===== config.mk =====
export PLATFORM = sky130hd
export DESIGN_NAME = game_flow_ctrl
export DESIGN_NICKNAME = d
export VERILOG_FILES = /design/src/rtl/game_pkg.sv /design/src/rtl/ghost_collide.sv /design/src/rtl/game_flow_ctrl.sv
export SDC_FILE = /design/constraint.sdc
export NUM_CORES = 1
export LEC_CHECK = 0
export CAP_MARGIN = 20
export CORE_ASPECT_RATIO = 1.4
export CORE_UTILIZATION = 57
export CTS_CLUSTER_SIZE = 16
export DETAILED_ROUTE_END_ITERATION = 10
export PLACE_DENSITY = 0.86
export SETUP_SLACK_MARGIN = 0.02
export SLEW_MARGIN = 20
export SYNTH_ARGS = -nofsm -noshare
export SYNTH_HDL_FRONTEND = slang
export SYNTH_HIERARCHICAL = 1
export SYNTH_SLANG_ARGS = --single-unit

===== constraint.sdc =====
create_clock -name CLOCK_50 -period 6 [get_ports CLOCK_50]
set_input_delay 1.2 -clock CLOCK_50 [delete_from_list [all_inputs] [get_ports CLOCK_50]]
set_output_delay 1.2 -clock CLOCK_50 [all_outputs]
set_load 0.02 [all_outputs]

===== src/rtl/game_pkg.sv =====
// Shared types for the game flow controller: round state encoding and map tile coordinates.
// Used by game_flow_ctrl and ghost_collide (optional build macro: COLLISION_SWAP_EN).
package game_pkg;

  localparam int unsigned MAP_W = 40;
  localparam int unsigned MAP_H = 30;

  typedef logic [5:0] tile_x_t;
  typedef logic [4:0] tile_y_t;

  typedef enum logic [2:0] {
    IDLE     = 3'd0,
    LOAD     = 3'd1,
    READY    = 3'd2,
    PLAY     = 3'd3,
    DYING    = 3'd4,
    LEVEL_UP = 3'd5,
    OVER     = 3'd6
  } game_state_t;

  function automatic logic same_tile(input tile_x_t ax, input tile_y_t ay,
                                     input tile_x_t bx, input tile_y_t by);
    return (ax == bx) && (ay == by);
  endfunction

  function automatic logic on_map(input tile_x_t x, input tile_y_t y);
    return (32'(x) < MAP_W) && (32'(y) < MAP_H);
  endfunction

endpackage


===== src/rtl/ghost_collide.sv =====
// One ghost vs pacman collision detector with a registered collision flag.
// COLLISION_SWAP_EN adds previous-position registers to catch tile swaps (pass-through).
module ghost_collide
  import game_pkg::*;
(
  input  logic    clk,
  input  logic    rst_n,
  input  logic    eval,
  input  logic    clear,
`ifdef COLLISION_SWAP_EN
  input  logic    track,
`endif
  input  tile_x_t pac_x,
  input  tile_y_t pac_y,
  input  tile_x_t ghost_x,
  input  tile_y_t ghost_y,
  output logic    hit,
  output logic    flag
);

  logic same;
  logic swap;

  assign same = same_tile(ghost_x, ghost_y, pac_x, pac_y);

`ifdef COLLISION_SWAP_EN
  tile_x_t pac_px;
  tile_y_t pac_py;
  tile_x_t ghost_px;
  tile_y_t ghost_py;

  always_ff @(posedge clk or negedge rst_n) begin
    if (!rst_n) begin
      pac_px   <= '0;
      pac_py   <= '0;
      ghost_px <= '0;
      ghost_py <= '0;
    end else if (track) begin
      pac_px   <= pac_x;
      pac_py   <= pac_y;
      ghost_px <= ghost_x;
      ghost_py <= ghost_y;
    end
  end

  // Both actors stepped through each other: each now sits where the other was.
  assign swap = same_tile(ghost_px, ghost_py, pac_x, pac_y) &&
                same_tile(pac_px, pac_py, ghost_x, ghost_y);
`else
  assign swap = 1'b0;
`endif

  assign hit = eval && (same || swap);

  always_ff @(posedge clk or negedge rst_n) begin
    if (!rst_n) begin
      flag <= 1'b0;
    end else if (clear) begin
      flag <= 1'b0;
    end else begin
      flag <= hit;
    end
  end

endmodule


===== src/rtl/game_flow_ctrl.sv =====
// Round lifecycle sequencer: map reload, ready countdown, play, death freeze, level clear, game over.
// Optional build macro COLLISION_SWAP_EN enables swap (pass-through) collision detection.
module game_flow_ctrl
  import game_pkg::*;
#(
  parameter int unsigned N_GHOSTS        = 2,
  parameter int unsigned MAX_LIVES       = 3,
  parameter int unsigned PILLS_PER_LEVEL = 300,
  parameter int unsigned READY_CYCLES    = 100_000_000,
  parameter int unsigned DEATH_CYCLES    = 75_000_000,
  parameter int unsigned PILL_POINTS     = 10,
  parameter int unsigned SCORE_W         = 16,
  parameter int unsigned LEVEL_W         = 4
) (
  input  logic                              CLOCK_50,
  input  logic                              reset_n,
  input  logic                              start,
  input  logic                              game_reset,
  input  logic [5:0]                        pac_x,
  input  logic [4:0]                        pac_y,
  input  logic [6*N_GHOSTS-1:0]             ghost_x,
  input  logic [5*N_GHOSTS-1:0]             ghost_y,
  input  logic                              pill_eaten,
  input  logic                              map_load_done,
  output logic                              map_load_req,
  output logic                              core_reset,
  output logic                              map_wr_reset,
  output logic                              ghost_enable,
  output logic [$clog2(MAX_LIVES+1)-1:0]    lives,
  output logic [LEVEL_W-1:0]                level,
  output logic [SCORE_W-1:0]                score,
  output logic [N_GHOSTS-1:0]               collide_mask,
  output logic                              game_over,
  output logic [2:0]                        state_o
);

  localparam int unsigned LIVES_W = $clog2(MAX_LIVES + 1);
  localparam int unsigned TMR_MAX = (READY_CYCLES > DEATH_CYCLES) ? READY_CYCLES : DEATH_CYCLES;
  localparam int unsigned TMR_W   = (TMR_MAX > 1) ? $clog2(TMR_MAX) : 1;
  localparam int unsigned PILL_W  = $clog2(PILLS_PER_LEVEL + 1);

  game_state_t         state_q;
  game_state_t         state_d;
  logic [TMR_W-1:0]    timer;
  logic [PILL_W-1:0]   pills;
  logic [N_GHOSTS-1:0] hit;
  logic                hit_any;
  logic                in_play;
  logic                ready_done;
  logic                death_done;
  logic                pills_full;
  logic [SCORE_W:0]    score_sum;

  assign in_play    = (state_q == PLAY);
  assign hit_any    = |hit;
  assign ready_done = (timer == TMR_W'(READY_CYCLES - 1));
  assign death_done = (timer == TMR_W'(DEATH_CYCLES - 1));
  assign pills_full = (pills == PILL_W'(PILLS_PER_LEVEL));
  assign score_sum  = {1'b0, score} + (SCORE_W+1)'(PILL_POINTS);
  assign state_o    = state_q;

`ifdef COLLISION_SWAP_EN
  logic track;
  assign track = in_play || ((state_q == READY) && (state_d == PLAY));
`endif

  for (genvar g = 0; g < N_GHOSTS; g++) begin : g_ghost
    ghost_collide u_collide (
      .clk     (CLOCK_50),
      .rst_n   (reset_n),
      .eval    (in_play),
      .clear   (game_reset),
`ifdef COLLISION_SWAP_EN
      .track   (track),
`endif
      .pac_x   (pac_x),
      .pac_y   (pac_y),
      .ghost_x (ghost_x[6*g +: 6]),
      .ghost_y (ghost_y[5*g +: 5]),
      .hit     (hit[g]),
      .flag    (collide_mask[g])
    );
  end

  // Collision is tested before the pill counter so a simultaneous last pill
  // leaves the counter full and the level clears on the next PLAY entry.
  always_comb begin
    state_d = state_q;
    if (game_reset) begin
      state_d = IDLE;
    end else begin
      case (state_q)
        IDLE:     if (start) state_d = LOAD;
        LOAD:     if (map_load_done) state_d = READY;
        READY:    if (ready_done) state_d = PLAY;
        PLAY: begin
          if (hit_any)         state_d = DYING;
          else if (pills_full) state_d = LEVEL_UP;
        end
        DYING:    if (death_done) state_d = (lives == '0) ? OVER : READY;
        LEVEL_UP: state_d = LOAD;
        OVER:     state_d = OVER;
        default:  state_d = IDLE;
      endcase
    end
  end

  always_comb begin
    core_reset   = 1'b0;
    map_wr_reset = 1'b0;
    ghost_enable = 1'b0;
    game_over    = 1'b0;
    case (state_q)
      IDLE: begin
        core_reset   = 1'b1;
        map_wr_reset = 1'b1;
      end
      LOAD:     core_reset = 1'b1;
      READY:    core_reset = (timer == '0);
      PLAY:     ghost_enable = 1'b1;
      LEVEL_UP: core_reset = 1'b1;
      OVER:     game_over = 1'b1;
      default:  ;
    endcase
  end

  always_ff @(posedge CLOCK_50 or negedge reset_n) begin
    if (!reset_n) begin
      state_q      <= IDLE;
      map_load_req <= 1'b0;
      timer        <= '0;
      pills        <= '0;
      lives        <= LIVES_W'(MAX_LIVES);
      level        <= '0;
      score        <= '0;
    end else begin
      state_q      <= state_d;
      map_load_req <= (state_d == LOAD) && (state_q != LOAD);
      if (game_reset || (state_q == IDLE)) begin
        timer <= '0;
        pills <= '0;
        lives <= LIVES_W'(MAX_LIVES);
        level <= '0;
        score <= '0;
      end else begin
        case (state_q)
          READY, DYING: timer <= (state_d == state_q) ? timer + 1'b1 : '0;
          default:      timer <= '0;
        endcase
        if (in_play) begin
          if (pill_eaten) begin
            score <= score_sum[SCORE_W] ? '1 : score_sum[SCORE_W-1:0];
            if (!pills_full) pills <= pills + 1'b1;
          end
          if (hit_any && (lives != '0)) lives <= lives - 1'b1;
        end
        if (state_q == LEVEL_UP) begin
          pills <= '0;
          if (level != '1) level <= level + 1'b1;
        end
      end
    end
  end

endmodule


==> parameters.txt, run 1 <==
Parameter                              Value

Timing
  Minimum setup slack in the final design    about 2.1 ns
  Setup repair after global routing missed its margin    false
  Period utilization    around two thirds
  Final clock skew    ~0.0052 ns
  Fin crit period    3.90 ns
  Number of setup violations in the final report    0
  Final Hold Viols    0
  Hold WS    0.475 ns
  Worst-margin pin slew    0.816 ns
  Relative slew slack    a little under half
  Sum of negative setup slack    0 ns
  Fin. max-slew vios    0
  Fmax    256 MHz

Synth
  Most common flop cell mapped by yosys    sky130_fd_sc_hd__dfrtp_1
  Fraction of post-synthesis cell area in the top cell type by area    41.6%
  Post-synth EDFFs    0
  Synthesis-stage register bit count    64
  Post-synth ARST share    100%
  Synth Net Count    439
  Part of the Yosys area used for sequential elements    43.0%
  Count of distinct cell types in the synthesized netlist    53
  Dominant cells by area after synthesis    sky130_fd_sc_hd__dfrtp_1, sky130_fd_sc_hd__xnor2_1, sky130_fd_sc_hd__xor2_1
  Count of warnings emitted by yosys    6
  Cell count after synthesis    393
  Synthesized area divided by synthesized cell count    9.48 sq um
  Area of the mapped netlist    0.00373 sq mm
  Cell type with the highest aggregate area in the netlist    sky130_fd_sc_hd__dfrtp_1

Floorplanning
  Core Box Area    0.00625 sq mm
  Die span in y    between 90 and 100 um
  Total die area    between 0.006 and 0.007 sq mm
  Starting utilization of the core area    between 50% and 60%
  Standard-cell rows    34
  Number of placed I/O pins    71
  Die width    70.3 um

Setup path
  Max stage delay cell, worst path    sky130_fd_sc_hd__clkdlybuf4s50_1
  CP Max Fanout    5
  Critical Path, Cell by Cell    or4_1, nor4_1, and4b_1, nand4_1, a21oi_1, clkdlybuf4s50_1
  Bufs and invs on worst path    1
  Sort of element at the start of the critical path    flip-flop
  Crit path kind    reg -> out
  Family of cells with the greatest summed delay on the critical path    simple AND/OR/NAND/NOR gates
  Delay of the slowest cell on the worst path    about 0.63 ns
  Arrival time at the worst endpoint    ~2.7 ns
  Worst endpoint required time    4.80 ns
  FF-to-FF setup slack    2.91 ns
  Critical path capture point type    primary output

Global routing
  Vias in the first global route    3338
  Initial antenna violation count    0
  Remaining Overflow, GRT    0
  Wire length of the first global-routing pass    between 15000 and 20000 um
  Maximum number of pins on one net before global-route repair    65
  GRT Util Overall    between 20% and 30%

Clock network
  Buffer depth of the longest clock path    2
  CTS Buf Count    9
  Postcts setup bufs    0
  Clock Sink Count    64
  Clock tree from TritonCTS    yes
  Clock Latency Late Sink    0.34 ns
  PostCTS Resize Cnt    0
  Root buffer cell    sky130_fd_sc_hd__clkbuf_8
  Clock transition at the registers of the reported paths    0.07 ns
  Hold buffer count at CTS    0
  H-tree level count    3

Min path
  Hold WC Path Type    reg -> reg

Placement
  Placer's final routability congestion estimate    about 0.85
  Placed wire-length estimate after detailed placement    approximately 6600 um
  Placed instance count    524
  DP Worst Slack    between 2 and 2.5 ns
  Number of buffers inserted by port buffering    70

Routing
  Number of DRC violations after detailed routing    0
  Via count    3207
  Length of the first detailed-routing pass in iterations    5
  Wire length reported by the detailed router    9150 um
  ANT nets after route    0
  Number of vias per cell after detailed routing    5.94
  Average wire length per cell after detail routing    around 17 um
  Starting DRT DRC Count    243

Pwr
  Worst supply voltage drop on vdd    approximately 0.17 mV
  Reported net switching power    around 0.22 mW
  Leakage component of the power    1.88 nW
  Clock group share of total power    around 40%
  Share of power burned in registers    49.3%
  Switching share of power    24.8%
  Logic gate share of total power    10.8%
  Internal power component    0.672 mW
  Pwr Density    193 mW/mm^2

Layout
  Commonest non-fill, non-tap cells in the layout    sky130_fd_sc_hd__clkdlybuf4s50_1, sky130_fd_sc_hd__dfrtp_1, sky130_fd_sc_hd__nor2_1, sky130_fd_sc_hd__xnor2_1, sky130_fd_sc_hd__xor2_1
  Area taken by multi-input logic gates    roughly 0.0020 sq mm
  Ant diodes    0
  Area used by sequential logic in the layout    between 0.0015 and 0.002 sq mm
  Final cell count without fillers    540
  Fill count    467
  Leading cell type in the layout, fill and taps excluded    sky130_fd_sc_hd__clkdlybuf4s50_1
  Relative area change from synthesis to final layout    24.4%
  Final net count    509
  Layout cell share with drive strength beyond 1    6.84%

Job
  Maxcap violations    0

Status
  Result of the run    completed
-- cells in the mapped netlist, drive strengths merged, types with 2 or more instances --
cell    count
a21o        2
nand4      24
clkbuf      6
nor2b       6
and4b       3
and3       10
ha          7
xor2       26
o21ai      18
and2        5
dfrtp      62
o211ai      2
or4         2
nand3      15
nor3        9
nand2      21
mux2i       2
a21oi       7
nor4b       2
or3         2
inv        16
and4        7
nor4       14
a31oi       4
dfstp       2
xnor2      43
buf         6
nor2       53
-- area by class of cell --
| type | instances | share of cell area (%) |
|---|---|---|
| multi-input combinational | 301 | 43.0 |
| sequential | 64 | 34.6 |
| tap | 72 | 1.94 |
| clock buffer | 10 | 2.75 |
| clock inverter | 6 | 1.30 |
| inverter | 16 | 1.30 |
| timing repair buffer | 71 | 15.2 |
-- worst paths after layout --
| kind | startpoint | cells past startpoint | end |
|---|---|---|---|
| worst max-delay path | timer[2]$_DFF_PN0_ | 6 | core_reset |
| min in group asynchronous | reset_n | 2 | timer[18]$_DFF_PN0_ |
| worst min register to register | score[0]$_DFFE_PN0P_ | 2 | score[0]$_DFFE_PN0P_ |
| worst min-delay path | score[0]$_DFFE_PN0P_ | 2 | score[0]$_DFFE_PN0P_ |
| max in group asynchronous | reset_n | 2 | timer[1]$_DFF_PN0_ |
| worst max register to register | state_o[0]$_DFF_PN0_ | 9 | timer[26]$_DFF_PN0_ |
-- sequential cells by signal (all words and copies together), names as in the netlist --
signal and flops:
timer 27, score 16, pills 9, level 4, state_o 3, g_ghost.u_collide/flag 2
lives 2, map_load_req 1
-- stage by stage --
| stage | power, mW | utilization [%] | area [sq um] |
|---|---|---|---|
| after floorplan | 0.494 | - | 3730 |
| after CTS | 0.899 | 74.1 | 4640 |
| after detailed placement | 0.545 | 71.1 | 4450 |
| final | 0.894 | 74.1 | 4640 |
| after global placement | 0.543 | 71.1 | 4450 |
| after global routing | 0.922 | 74.1 | 4640 |
-- worst reg2reg max path, stage by stage (launching register included) --
cell and delay (ns):
sky130_fd_sc_hd__dfrtp_1 0.76, sky130_fd_sc_hd__nand3b_1 0.27, sky130_fd_sc_hd__inv_1 0.21, sky130_fd_sc_hd__nand4_1 0.17, sky130_fd_sc_hd__nor3_1 0.19, sky130_fd_sc_hd__nor2_1 0.11
sky130_fd_sc_hd__a21boi_1 0.17, sky130_fd_sc_hd__a31o_2 0.29, sky130_fd_sc_hd__o211ai_1 0.64, sky130_fd_sc_hd__nor2_1 0.13
-- power by group through the flow --
| stage | logic, mW | registers [mW] | clock network, mW |
|---|---|---|---|
| after floorplan | 0.0484 | 0.446 | 0 |
| after global placement | 0.0943 | 0.448 | 0 |
| after detailed placement | 0.0964 | 0.449 | 0 |
| after CTS | 0.0973 | 0.441 | 0.361 |
| after global routing | 0.105 | 0.441 | 0.376 |
| final | 0.0967 | 0.441 | 0.356 |
-- kinds of logic after synthesis --
group                      count (synthesis)  synth area share [%]
AOI/OAI and AO/OA                         43                  7.52
adders and majority gates                  7                  2.35
and+or+nand+nor                          179                  26.5
DFF                                       64                  43.0
muxes                                      3                 0.839
buffers and inverters                     28                  3.52
xor gates and xnor gates                  69                  16.2
-- metal layers --
layer  GRT usage (%)  vias to the layer above  part of all wire, %
met5               0                        -                    0
met4            15.5                        0                  3.2
met3            5.19                       27                  4.9
met2            49.4                       93                   53
met1            32.3                     1560                   39
li1                -                     1527                    -
Note: power is estimated with default switching activity, not from simulation.
==> run 2, diff against run 1 <==
CORE_UTILIZATION = 52   (was 57)
PLACE_DENSITY = 0.8   (was 0.86)
clock period = 4 ns   (was 6 ns; I/O delays follow)
==> run 2 against run 1 <==
  * Hold slack better by 0.019 ns
  * Combinational power rose by 49%
  * Worst setup slack worse by 1.4 ns
  * Sequential share of layout area decreased by 0.51 points
==> parameters.txt, run 2 (synthesis results as in run 1) <==
Parameter                              Value

Placement
  DP Worst Slack    0.828 ns (-1.39 ns)
  Number of buffers inserted by port buffering    70 (unchanged)
  Placer's final routability congestion estimate    0.848 (-0.53%)
  Placed wire-length estimate after detailed placement    6670 um (+0.99%)

Layout
  Relative area change from synthesis to final layout    26.3%
  Register bank with the most flops    timer
  Layout cell share with drive strength beyond 1    7.04% (+0.20 points)
  Ant diodes    0 (unchanged)
  Final net count    510 (+0.20%)
  Area taken by multi-input logic gates    0.00199 sq mm (unchanged)
  Area used by sequential logic in the layout    0.00160 sq mm (unchanged)
  Leading cell type in the layout, fill and taps excluded    sky130_fd_sc_hd__clkdlybuf4s50_1
  Flip-flop count of the largest register after layout    27 (unchanged)
  Commonest non-fill, non-tap cells in the layout    sky130_fd_sc_hd__clkdlybuf4s50_1, sky130_fd_sc_hd__dfrtp_1, sky130_fd_sc_hd__nor2_1, sky130_fd_sc_hd__xnor2_1, sky130_fd_sc_hd__xor2_1
  Fill count    570 (+22%)
  Biggest registers after layout    timer: 27 flops, score: 16 flops, pills: 9 flops

Timing
  Relative slew slack    39.9% (-5.3 points)
  Fin. max-slew vios    0 (unchanged)
  Final clock skew    0.00939 ns (+0.00421 ns)
  Number of setup violations in the final report    0 (unchanged)
  Period utilization    83.5%
  Fin crit period    3.34 ns
  Final Hold Viols    0 (unchanged)
  Fmax    approximately 300 MHz
  Setup repair after global routing missed its margin    false
  Sum of negative setup slack    0 ns (unchanged)
  Worst-margin pin slew    0.902 ns (+0.0856 ns)
  Minimum setup slack in the final design    0.661 ns (-1.44 ns)
  Hold WS    0.493 ns (+0.0186 ns)

Global routing
  Vias in the first global route    3294 (-1.3%)
  Remaining Overflow, GRT    0 (unchanged)
  Initial antenna violation count    0 (unchanged)
  Wire length of the first global-routing pass    15200 um (-1.3%)
  GRT Util Overall    26.6% (-1.7 points)
  Maximum number of pins on one net before global-route repair    42 (-35%)

Clock network
  Clock Latency Late Sink    0.35 ns (about the same)
  H-tree level count    3 (unchanged)
  Postcts setup bufs    0 (unchanged)
  Clock transition at the registers of the reported paths    0.07 ns (about the same)
  Clock tree from TritonCTS    yes
  Hold buffer count at CTS    0 (unchanged)
  PostCTS Resize Cnt    0 (unchanged)
  Buffer depth of the longest clock path    2 (unchanged)
  Root buffer cell    sky130_fd_sc_hd__clkbuf_8
  Clock Sink Count    64 (unchanged)
  CTS Buf Count    9 (unchanged)

Routing
  Starting DRT DRC Count    146 (-40%)
  Wire length reported by the detailed router    8920 um (-2.5%)
  Number of vias per cell after detailed routing    5.74 (-3.3%)
  Length of the first detailed-routing pass in iterations    4 (-1)
  ANT nets after route    0 (unchanged)
  Via count    3238 (+0.97%)
  Number of DRC violations after detailed routing    0 (unchanged)
  Average wire length per cell after detail routing    15.8 um (-6.6%)

Floorplanning
  Die width    73.6 um (+4.6%)
  Total die area    0.00752 sq mm (+9.4%)
  Core Box Area    0.00694 sq mm (+11%)
  Starting utilization of the core area    53.7% (-5.9 points)
  Number of placed I/O pins    71 (unchanged)
  Standard-cell rows    36 (+5.9%)
  Die span in y    102 um (+4.6%)

Min path
  Hold WC Path Type    reg -> reg

Pwr
  Worst supply voltage drop on vdd    0.225 mV (+31%)
  Pwr Density    304 mW/mm^2 (+58%)
  Leakage component of the power    1.90 nW (+0.94%)

Setup path
  Startpoint of the most critical setup path    timer[2]$_DFF_PN0_
  CP Max Fanout    5 (unchanged)
  Critical register-to-register path startpoint    state_o[0]$_DFF_PN0_
  Worst setup endpoint    core_reset
  Critical path capture point type    primary output
  Worst endpoint required time    3.20 ns (-1.60 ns)
  Crit path kind    reg -> out
  Arrival time at the worst endpoint    2.54 ns (-0.16 ns)
  Sort of element at the start of the critical path    flip-flop
  FF-to-FF setup slack    1.14 ns (-1.77 ns)
  Cell count of the worst reg-to-reg path    9 (unchanged)
  Critical register-to-register path endpoint    map_load_req$_DFF_PN0_

Status
  Result of the run    completed

Job
  Maxcap violations    0 (unchanged)
-- run 2: changes by cell type in the layout (fill, tap and decap cells not counted), sizes merged --
cell | previous run | this run
clkinv | 3 | 1
buf | 2 | 3
clkbuf | 10 | 11
bufinv | 1 | 2
-- run 2: final cells by class --
cell class / instances / share of cell area [%]
clock buffers: 11 / 3.00
clock inverters: 5 / 1.70
inverters: 16 / 1.28
multi-input cells: 301 / 42.3
flip-flops and latches: 64 / 34.1
well taps: 95 / 2.53
repair buffers: 72 / 15.1
-- run 2: layer usage --
layer  share of wire (%)  track usage [%]  vias to the layer above
li1                    -                -                     1522
met1                  40             30.4                     1608
met2                  53             46.8                       85
met3                 4.1             5.23                       23
met4                 3.2             13.5                        0
met5                   0                0                        -
-- run 2: worst min-delay path by stage --
stage / start / endpoint / slack, ns / cells past startpoint
after floorplan: timer[0]$_DFF_PN0_ / timer[0]$_DFF_PN0_ / 0.47 / 1
after global placement: score[0]$_DFFE_PN0P_ / score[0]$_DFFE_PN0P_ / 0.46 / 2
final: score[0]$_DFFE_PN0P_ / score[0]$_DFFE_PN0P_ / 0.49 / 2
after global routing: score[0]$_DFFE_PN0P_ / score[0]$_DFFE_PN0P_ / 0.52 / 2
after CTS: score[0]$_DFFE_PN0P_ / score[0]$_DFFE_PN0P_ / 0.50 / 2
after detailed placement: score[0]$_DFFE_PN0P_ / score[0]$_DFFE_PN0P_ / 0.48 / 2
-- run 2: worst max-delay path: stages, from the launching register on --
cell and delay, ns:
sky130_fd_sc_hd__dfrtp_1 0.43, sky130_fd_sc_hd__or4_1 0.53, sky130_fd_sc_hd__nor4_1 0.16, sky130_fd_sc_hd__and4b_1 0.23
sky130_fd_sc_hd__nand4_1 0.08, sky130_fd_sc_hd__a21oi_1 0.15, sky130_fd_sc_hd__clkdlybuf4s50_1 0.61
-- run 2: report_power, final --
| part | total, mW | internal (mW) | switching, mW |
|---|---|---|---|
| Clock | 0.626 | 0.367 | 0.259 |
| Sequential | 0.661 | 0.650 | 0.0109 |
| Combinational | 0.144 | 0.0737 | 0.0699 |
-- run 2: metrics by stage --
| stage | power, mW | cell area [sq um] | utilization (%) | cells |
|---|---|---|---|---|
| final | 1.43 | 4710 | 67.9 | 564 |
| after global routing | 1.48 | 4710 | 67.9 | 564 |
| after CTS | 1.44 | 4710 | 67.9 | 564 |
| after detailed placement | 0.818 | 4490 | 64.7 | 548 |
| after global placement | 0.815 | 4490 | 64.7 | 548 |
| after floorplan | 0.741 | 3730 | - | 393 |
